**src/rtl/cpu_pkg.sv**
```systemverilog
`default_nettype none
// ============================================================================
// Module      : cpu_pkg
// Description : Shared widths, the NOP encoding, instruction class codes and
//               the prefetch queue entry layout for the fetch stage.
// Revision    : 1.0 - initial release
// ============================================================================
package cpu_pkg;

    localparam int INSN_W = 16;
    localparam int ADDR_W = 16;

    localparam logic [INSN_W-1:0] NOP = 16'h0000;

    typedef enum logic [1:0] {
        ALU = 2'b00,
        BR  = 2'b01,
        LD  = 2'b10,
        ST  = 2'b11
    } insn_class_e;

    // One prefetched instruction together with the address it was read from.
    typedef struct packed {
        logic [INSN_W-1:0] insn;
        logic [ADDR_W-1:0] pc;
    } fetch_entry_t;

    // Sequential next address; wraps FFFF -> 0000.
    function automatic logic [ADDR_W-1:0] pc_inc(input logic [ADDR_W-1:0] pc);
        return pc + ADDR_W'(1);
    endfunction

endpackage
`default_nettype wire

```
**src/rtl/fetch_unit_if.sv**
```systemverilog
`default_nettype none
// ============================================================================
// Module      : fetch_unit_if
// Description : Bundles the fetch stage's instruction-memory handshake, the
//               redirect/stall controls and the downstream instruction slot.
//               master = fetch unit side, slave = memory/pipeline side.
// Revision    : 1.0 - initial release
// ============================================================================
interface fetch_unit_if;
    import cpu_pkg::*;

    logic              branch_flag;
    logic [ADDR_W-1:0] branch_target;
    logic              stall;
    logic              imem_req_valid;
    logic              imem_req_ready;
    logic [ADDR_W-1:0] imem_req_addr;
    logic              imem_resp_valid;
    logic [INSN_W-1:0] imem_resp_data;
    logic              out_valid;
    logic [INSN_W-1:0] out_insn;
    logic [ADDR_W-1:0] out_pc;

    modport master (
        input  branch_flag, branch_target, stall,
        input  imem_req_ready, imem_resp_valid, imem_resp_data,
        output imem_req_valid, imem_req_addr,
        output out_valid, out_insn, out_pc
    );

    modport slave (
        output branch_flag, branch_target, stall,
        output imem_req_ready, imem_resp_valid, imem_resp_data,
        input  imem_req_valid, imem_req_addr,
        input  out_valid, out_insn, out_pc
    );

endinterface
`default_nettype wire

```
**src/rtl/fetch_queue.sv**
```systemverilog
`default_nettype none
// ============================================================================
// Module      : fetch_queue
// Description : Synchronous prefetch FIFO of {insn, pc} entries. Push and pop
//               may coincide; flush empties the queue and wins over push.
// Revision    : 1.0 - initial release
// ============================================================================
module fetch_queue
    import cpu_pkg::*;
#(
    parameter int DEPTH = 4
) (
    input  logic                         clk,
    input  logic                         rst,
    input  logic                         i_push,
    input  fetch_entry_t                 i_data,
    input  logic                         i_pop,
    input  logic                         i_flush,
    output fetch_entry_t                 o_head,
    output logic [$clog2(DEPTH+1)-1:0]   o_count,
    output logic                         o_empty,
    output logic                         o_full
);

    localparam int c_PTR_W = $clog2(DEPTH);
    localparam int c_CNT_W = $clog2(DEPTH+1);

    fetch_entry_t         r_mem [DEPTH];
    logic [c_PTR_W-1:0]   r_wr_ptr;
    logic [c_PTR_W-1:0]   r_rd_ptr;
    logic [c_CNT_W-1:0]   r_count;
    logic                 w_pop_eff;
    logic                 w_push_eff;

    assign o_empty    = (r_count == '0);
    assign o_full     = (r_count == c_CNT_W'(DEPTH));
    assign o_count    = r_count;
    assign o_head     = r_mem[r_rd_ptr];
    assign w_pop_eff  = i_pop & ~o_empty;
    assign w_push_eff = i_push & (~o_full | w_pop_eff);

    // Pointer and occupancy bookkeeping; flush behaves like a reset.
    always_ff @(posedge clk) begin
        if (rst || i_flush) begin
            r_wr_ptr <= '0;
            r_rd_ptr <= '0;
            r_count  <= '0;
        end else begin
            if (w_push_eff) r_wr_ptr <= r_wr_ptr + c_PTR_W'(1);
            if (w_pop_eff)  r_rd_ptr <= r_rd_ptr + c_PTR_W'(1);
            case ({w_push_eff, w_pop_eff})
                2'b10:   r_count <= r_count + c_CNT_W'(1);
                2'b01:   r_count <= r_count - c_CNT_W'(1);
                default: ;
            endcase
        end
    end

    // Entry storage; data path only, no reset needed.
    always_ff @(posedge clk) begin
        if (w_push_eff && !i_flush) r_mem[r_wr_ptr] <= i_data;
    end

    // The issue logic upstream must never let the queue overflow.
    a_no_overflow: assert property (@(posedge clk) disable iff (rst)
        !(i_push && !i_flush && o_full && !w_pop_eff));

endmodule
`default_nettype wire

```
**src/rtl/fetch_unit.sv**
```systemverilog
`default_nettype none
// ============================================================================
// Module      : fetch_unit
// Description : Instruction fetch stage. Owns the PC, issues in-order imem
//               requests, buffers returned words in a prefetch queue and
//               presents one instruction per cycle. Branch redirects flush
//               the queue and discard every response still in flight.
// Revision    : 1.0 - initial release
// ============================================================================
module fetch_unit
    import cpu_pkg::*;
#(
    parameter int                QUEUE_DEPTH     = 4,
    parameter int                MAX_OUTSTANDING = 4,
    parameter logic [ADDR_W-1:0] RESET_PC        = 16'h0000
) (
    input  logic          clk,
    input  logic          rst,
    fetch_unit_if.master  bus
);

    localparam int c_CNT_W  = $clog2(MAX_OUTSTANDING + 1);
    localparam int c_QCNT_W = $clog2(QUEUE_DEPTH + 1);
    localparam int c_OCC_W  = ((c_QCNT_W > c_CNT_W) ? c_QCNT_W : c_CNT_W) + 1;

    logic [ADDR_W-1:0]   r_pc;
    logic [ADDR_W-1:0]   r_resp_pc;
    logic [c_CNT_W-1:0]  r_inflight;
    logic [c_CNT_W-1:0]  r_drop;
    logic                r_out_valid;
    logic [INSN_W-1:0]   r_out_insn;
    logic [ADDR_W-1:0]   r_out_pc;

    logic [c_CNT_W-1:0]  w_inflight_next;
    logic [c_OCC_W-1:0]  w_occ;
    logic                w_req_valid;
    logic                w_accept;
    logic                w_resp;
    logic                w_push;
    logic                w_pop;
    fetch_entry_t        w_push_data;
    fetch_entry_t        w_head;
    logic [c_QCNT_W-1:0] w_q_count;
    logic                w_q_empty;
    logic                w_q_full;

    // Words that will eventually occupy the queue: already queued plus the
    // in-flight ones that will be kept. Responses slated for dropping never
    // take a slot.
    assign w_occ = c_OCC_W'(w_q_count) + c_OCC_W'(r_inflight) - c_OCC_W'(r_drop);

    // A request in a redirect cycle would target the stale path, so it is held off.
    assign w_req_valid = !rst && !bus.branch_flag
                      && (w_occ < c_OCC_W'(QUEUE_DEPTH))
                      && (r_inflight < c_CNT_W'(MAX_OUTSTANDING));

    assign w_accept    = w_req_valid & bus.imem_req_ready;
    assign w_resp      = bus.imem_resp_valid;
    assign w_push      = w_resp & ~bus.branch_flag & (r_drop == '0);
    assign w_pop       = ~bus.branch_flag & ~bus.stall & ~w_q_empty;
    assign w_push_data = '{insn: bus.imem_resp_data, pc: r_resp_pc};

    assign bus.imem_req_valid = w_req_valid;
    assign bus.imem_req_addr  = r_pc;
    assign bus.out_valid      = r_out_valid;
    assign bus.out_insn       = r_out_insn;
    assign bus.out_pc         = r_out_pc;

    // Outstanding-request count after this cycle's accept and response.
    always_comb begin
        w_inflight_next = r_inflight;
        case ({w_accept, w_resp})
            2'b10:   w_inflight_next = r_inflight + c_CNT_W'(1);
            2'b01:   w_inflight_next = r_inflight - c_CNT_W'(1);
            default: ;
        endcase
    end

    // PC, response-PC and in-flight/drop accounting; redirect overrides all.
    always_ff @(posedge clk) begin
        if (rst) begin
            r_pc       <= RESET_PC;
            r_resp_pc  <= RESET_PC;
            r_inflight <= '0;
            r_drop     <= '0;
        end else begin
            r_inflight <= w_inflight_next;
            if (bus.branch_flag) begin
                // Everything still outstanding belongs to the old path; a
                // response arriving now is discarded outright.
                r_pc      <= bus.branch_target;
                r_resp_pc <= bus.branch_target;
                r_drop    <= w_inflight_next;
            end else begin
                if (w_accept) r_pc <= pc_inc(r_pc);
                if (w_resp) begin
                    if (r_drop != '0) r_drop    <= r_drop - c_CNT_W'(1);
                    else              r_resp_pc <= pc_inc(r_resp_pc);
                end
            end
        end
    end

    // Output register: redirect clears it, stall holds it, otherwise pop the head.
    always_ff @(posedge clk) begin
        if (rst) begin
            r_out_valid <= 1'b0;
            r_out_insn  <= NOP;
            r_out_pc    <= '0;
        end else if (bus.branch_flag) begin
            r_out_valid <= 1'b0;
            r_out_insn  <= NOP;
        end else if (!bus.stall) begin
            r_out_valid <= ~w_q_empty;
            r_out_insn  <= w_q_empty ? NOP : w_head.insn;
            if (!w_q_empty) r_out_pc <= w_head.pc;
        end
    end

    fetch_queue #(
        .DEPTH (QUEUE_DEPTH)
    ) u_queue (
        .clk     (clk),
        .rst     (rst),
        .i_push  (w_push),
        .i_data  (w_push_data),
        .i_pop   (w_pop),
        .i_flush (bus.branch_flag),
        .o_head  (w_head),
        .o_count (w_q_count),
        .o_empty (w_q_empty),
        .o_full  (w_q_full)
    );

    // A full queue means the occupancy budget is spent, so issue must be off.
    a_full_blocks_issue: assert property (@(posedge clk) disable iff (rst)
        w_q_full |-> !w_req_valid);

endmodule
`default_nettype wire
```
**src/flat_wrapper.sv**
```systemverilog
// flat-port wrapper written by rule: the top's interface ports become plain ports
module fetch_unit_flat import cpu_pkg::*;
#(
    parameter int                QUEUE_DEPTH     = 4,
    parameter int                MAX_OUTSTANDING = 4,
    parameter logic [ADDR_W-1:0] RESET_PC        = 16'h0000
)
  (clk, rst, bus_branch_flag, bus_branch_target, bus_stall, bus_imem_req_ready, bus_imem_resp_valid, bus_imem_resp_data, bus_imem_req_valid, bus_imem_req_addr, bus_out_valid, bus_out_insn, bus_out_pc);
  fetch_unit_if bus_i ();
  input  logic clk;
  input  logic rst;
  input wire logic [$bits(bus_i.branch_flag)-1:0] bus_branch_flag;
  input wire logic [$bits(bus_i.branch_target)-1:0] bus_branch_target;
  input wire logic [$bits(bus_i.stall)-1:0] bus_stall;
  input wire logic [$bits(bus_i.imem_req_ready)-1:0] bus_imem_req_ready;
  input wire logic [$bits(bus_i.imem_resp_valid)-1:0] bus_imem_resp_valid;
  input wire logic [$bits(bus_i.imem_resp_data)-1:0] bus_imem_resp_data;
  output wire logic [$bits(bus_i.imem_req_valid)-1:0] bus_imem_req_valid;
  output wire logic [$bits(bus_i.imem_req_addr)-1:0] bus_imem_req_addr;
  output wire logic [$bits(bus_i.out_valid)-1:0] bus_out_valid;
  output wire logic [$bits(bus_i.out_insn)-1:0] bus_out_insn;
  output wire logic [$bits(bus_i.out_pc)-1:0] bus_out_pc;
  assign bus_i.branch_flag = bus_branch_flag;
  assign bus_i.branch_target = bus_branch_target;
  assign bus_i.stall = bus_stall;
  assign bus_i.imem_req_ready = bus_imem_req_ready;
  assign bus_i.imem_resp_valid = bus_imem_resp_valid;
  assign bus_i.imem_resp_data = bus_imem_resp_data;
  assign bus_imem_req_valid = bus_i.imem_req_valid;
  assign bus_imem_req_addr = bus_i.imem_req_addr;
  assign bus_out_valid = bus_i.out_valid;
  assign bus_out_insn = bus_i.out_insn;
  assign bus_out_pc = bus_i.out_pc;
  fetch_unit #(.QUEUE_DEPTH(QUEUE_DEPTH), .MAX_OUTSTANDING(MAX_OUTSTANDING), .RESET_PC(RESET_PC)) u_core (.clk(clk), .rst(rst), .bus(bus_i));
endmodule
```
**config.mk**
```make
export PLATFORM = sky130hd
export DESIGN_NAME = fetch_unit_flat
export DESIGN_NICKNAME = d
export VERILOG_FILES = /design/src/rtl/cpu_pkg.sv /design/src/rtl/fetch_unit_if.sv /design/src/rtl/fetch_queue.sv /design/src/rtl/fetch_unit.sv /design/src/flat_wrapper.sv
export SDC_FILE = /design/constraint.sdc
export NUM_CORES = 1
export LEC_CHECK = 0
export ABC_AREA = 1
export BUFFER_PORTS_ARGS = -buffer_cell sky130_fd_sc_hd__buf_4
export CORE_ASPECT_RATIO = 0.7
export CORE_MARGIN = 1
export CORE_UTILIZATION = 35
export CTS_CLUSTER_DIAMETER = 80
export DETAILED_ROUTE_END_ITERATION = 8
export PLACE_DENSITY = 0.62
export SLEW_MARGIN = 20
export SYNTH_ARGS = -nofsm -noshare
export SYNTH_HDL_FRONTEND = slang
export SYNTH_HIERARCHICAL = 1
export SYNTH_SLANG_ARGS = --single-unit
```
**constraint.sdc**
```tcl
create_clock -name clk -period 5.3 [get_ports clk]
set_clock_uncertainty 0.1 [all_clocks]
set_input_delay 1.06 -clock clk [delete_from_list [all_inputs] [get_ports clk]]
set_output_delay 1.06 -clock clk [all_outputs]
set_load 0.005 [all_outputs]
```
==> impl_metrics.json <==
{
  "max-cap-violations": 0,
  "power_density_nw_per_um2": 348,
  "drive_gt1_share_pct": 15.8,
  "ys_ff_latch": 208,
  "antenna_found_initial": 0,
  "num_vias": 6860,
  "p_leak_uw": 0.00416,
  "multi_input_area_um2": 3110,
  "critPathKind": "in -> out",
  "core_um2": 25100,
  "hold_violations": 0,
  "cts_resized": 0,
  "ctsHoldBuffers": 0,
  "grt_max_degree": 66,
  "cp_data_required_time_ns": 4.14,
  "yosysUniqueCellTypes": 46,
  "run_status": "finished clean",
  "pin_count": 88,
  "gp_congestion": 0.836,
  "layout_common_cells": "nand2_1 (168), nor2_1 (139), edfxtp_1 (128), o21ai_0 (99), buf_4 (94)",
  "finalNonFillerCells": 1369,
  "drtPass1Iterations": 6,
  "dieHeight_um": 137,
  "grt_pass1_wl_um": 35100,
  "tns_ns": 0,
  "place_inst": 1328,
  "worst_slew_pin_slew_ns": 1.08,
  "regArea_um2": 5450,
  "insertion_delay_ns": 0.50,
  "crit_arrival_ns": 2.58,
  "area_growth_pct": 18.2,
  "initial_utilization_pct": 36.2,
  "synth_compound_area_share_pct": 11.5,
  "critPathLaunchType": "input port",
  "cts_tree": "done",
  "synth_nets": 1003,
  "seq_area_frac_synth_pct": 59.9,
  "maxSlewHeadroom_pct": 28.2,
  "ctsRootBufferMaster": "clkbuf_16",
  "clock_sinks": 208,
  "antenna_left": 0,
  "clockBufferDepth": 3,
  "synth_fa_ha_area_share_pct": 2.53,
  "wl_per_cell_um": 16.5,
  "port_buffers": 87,
  "netlist_instances": 949,
  "cts_inserted_buffers": 23,
  "rows": 48,
  "yosys_warnings": 6,
  "drt_wl_total_um": 22500,
  "num_antenna_cells": 0,
  "syn_area_um2": 9100,
  "critPathMaxFanout": 32,
  "clk_pin_slew_ns": 0.05,
  "async_flop_share_pct": 0,
  "fin_area_um2": 10700,
  "fillerInstances": 2419,
  "slew_violations": 0,
  "postCtsSetupRepairBufs": 0,
  "synth_area_per_cell_um2": 9.59,
  "fin_crit_sh_pct": 70.6,
  "synth-edff-count": 128,
  "synth_xor_area_share_pct": 0.578,
  "synth_top_family_by_area": "simple AND/OR/NAND/NOR gates",
  "layout_min_cycle_time_ns": 3.74,
  "hp-class": "reg -> reg",
  "synthFlopType": "edfxtp_1",
  "rsz0062_at_grt": "no",
  "grt_use_total_pct": 16.7,
  "synthSimpleGateAreaFrac_pct": 19.4,
  "setup_viol": 0,
  "die_w_um": 195,
  "muxShareOfSynthArea_pct": 0,
  "h-tree-depth": 1,
  "grt_pass1_vias": 6250,
  "hpwlAfterDp_um": 14300,
  "drc": 0,
  "fmax_mhz": 267,
  "final_common_cell": "nand2_1",
  "ir_worst_vdd_v": 0.000193,
  "viasPerCell": 5.01,
  "ff2ff_setup_slack_ns": 1.93,
  "drtIter0Drc": 683,
  "place_area_um2": 9970,
  "end_kind": "primary output",
  "nNetsFinal": 1082,
  "dieArea_um2": 26700,
  "grt_overflow_total": 0
}
==> per-stage QoR <==
stage | power [uW] | hold slack (ns) | utilization, % | worst slack, ns
final | 3740 | 0.362 | 42.8 | 1.56
after global routing | 3890 | 0.383 | 42.8 | 1.42
after CTS | 3780 | 0.365 | 42.8 | 1.53
after detailed placement | 2160 | 0.356 | 39.7 | 1.19
after global placement | 2150 | 0.349 | 39.7 | 1.34
after floorplan | 2040 | 0.336 | - | 1.24
==> routing by layer <==
metal  up-vias  global-route usage [%]  routed length (um)
li1       3395                       -                   -
met1      3272                    25.4               11400
met2       161                    24.8                9660
met3        32                    2.86                1130
met4         0                    3.26                 317
met5         -                       0                   0
==> final cells by class <==
cell class,count,share of cell area [%]
clock buffer,29,5.94
sequential,208,50.7
tap,325,3.78
inverter,78,2.85
clock inverter,12,1.30
multi-input combinational,623,28.9
timing repair buffer,94,6.56
==> critical path: stages <==
cell     delay (ns)
buf_4          0.20
inv_2          0.50
nand2_4        0.33
nor2_4         0.22
nand3_1        0.08
inv_1          0.07
buf_4          0.10
==> path summary, 6_finish.rpt <==
path	start	endpoint	cells after the start
worst max-delay path	rst	bus_imem_req_valid	7
worst max register to register	u_core/r_drop[2]$_SDFFE_PP0P_	u_core/r_drop[1]$_SDFFE_PP0P_	14
worst min-delay path	u_core/u_queue/r_rd_ptr[1]$_SDFFE_PP0N_	flop	2
worst min register to register	u_core/u_queue/r_rd_ptr[1]$_SDFFE_PP0N_	flop	2
==> power by group <==
group / internal, uW / leakage, uW / switching, uW
clock network: 995 / 0.000378 / 626
registers: 1760 / 0.00182 / 50.1
logic: 115 / 0.00196 / 191
total: 2870 / 0.00416 / 867
==> kinds of logic after synthesis <==
logic type	count (synthesis)
compound gates	195
xor+xnor	6
fa+ha+maj	16
buf+inv	118
flops	208
simple gates	406
==> Yosys cell counts, types with 7 or more instances <==
library cell	n	area, um^2
a21oi_1	46	230
a31oi_1	7	43.8
buf_2	12	60.1
clkbuf_1	14	52.6
dfxtp_1	80	1600
edfxtp_1	128	3840
ha_1	12	150
inv_1	70	263
nand2_1	168	631
nand3_1	56	280
nand4_1	11	68.8
nor2_1	143	537
o21ai_0	99	495
o22ai_1	32	200
==> registers in the layout, summed over array words and instances, names as in the netlist, named ones only <==
signal                    cells
u_core/u_queue/o_count        3
u_core/bus.imem_req_addr     16
u_core/u_queue/r_rd_ptr       2
u_core/bus.out_valid          1
u_core/r_inflight             3
u_core/r_drop                 3
u_core/u_queue/r_wr_ptr       2
u_core/bus.out_insn          16
u_core/r_resp_pc             16
u_core/u_queue/r_mem        128
u_core/bus.out_pc            16
Note: power is estimated with default switching activity, not from simulation.
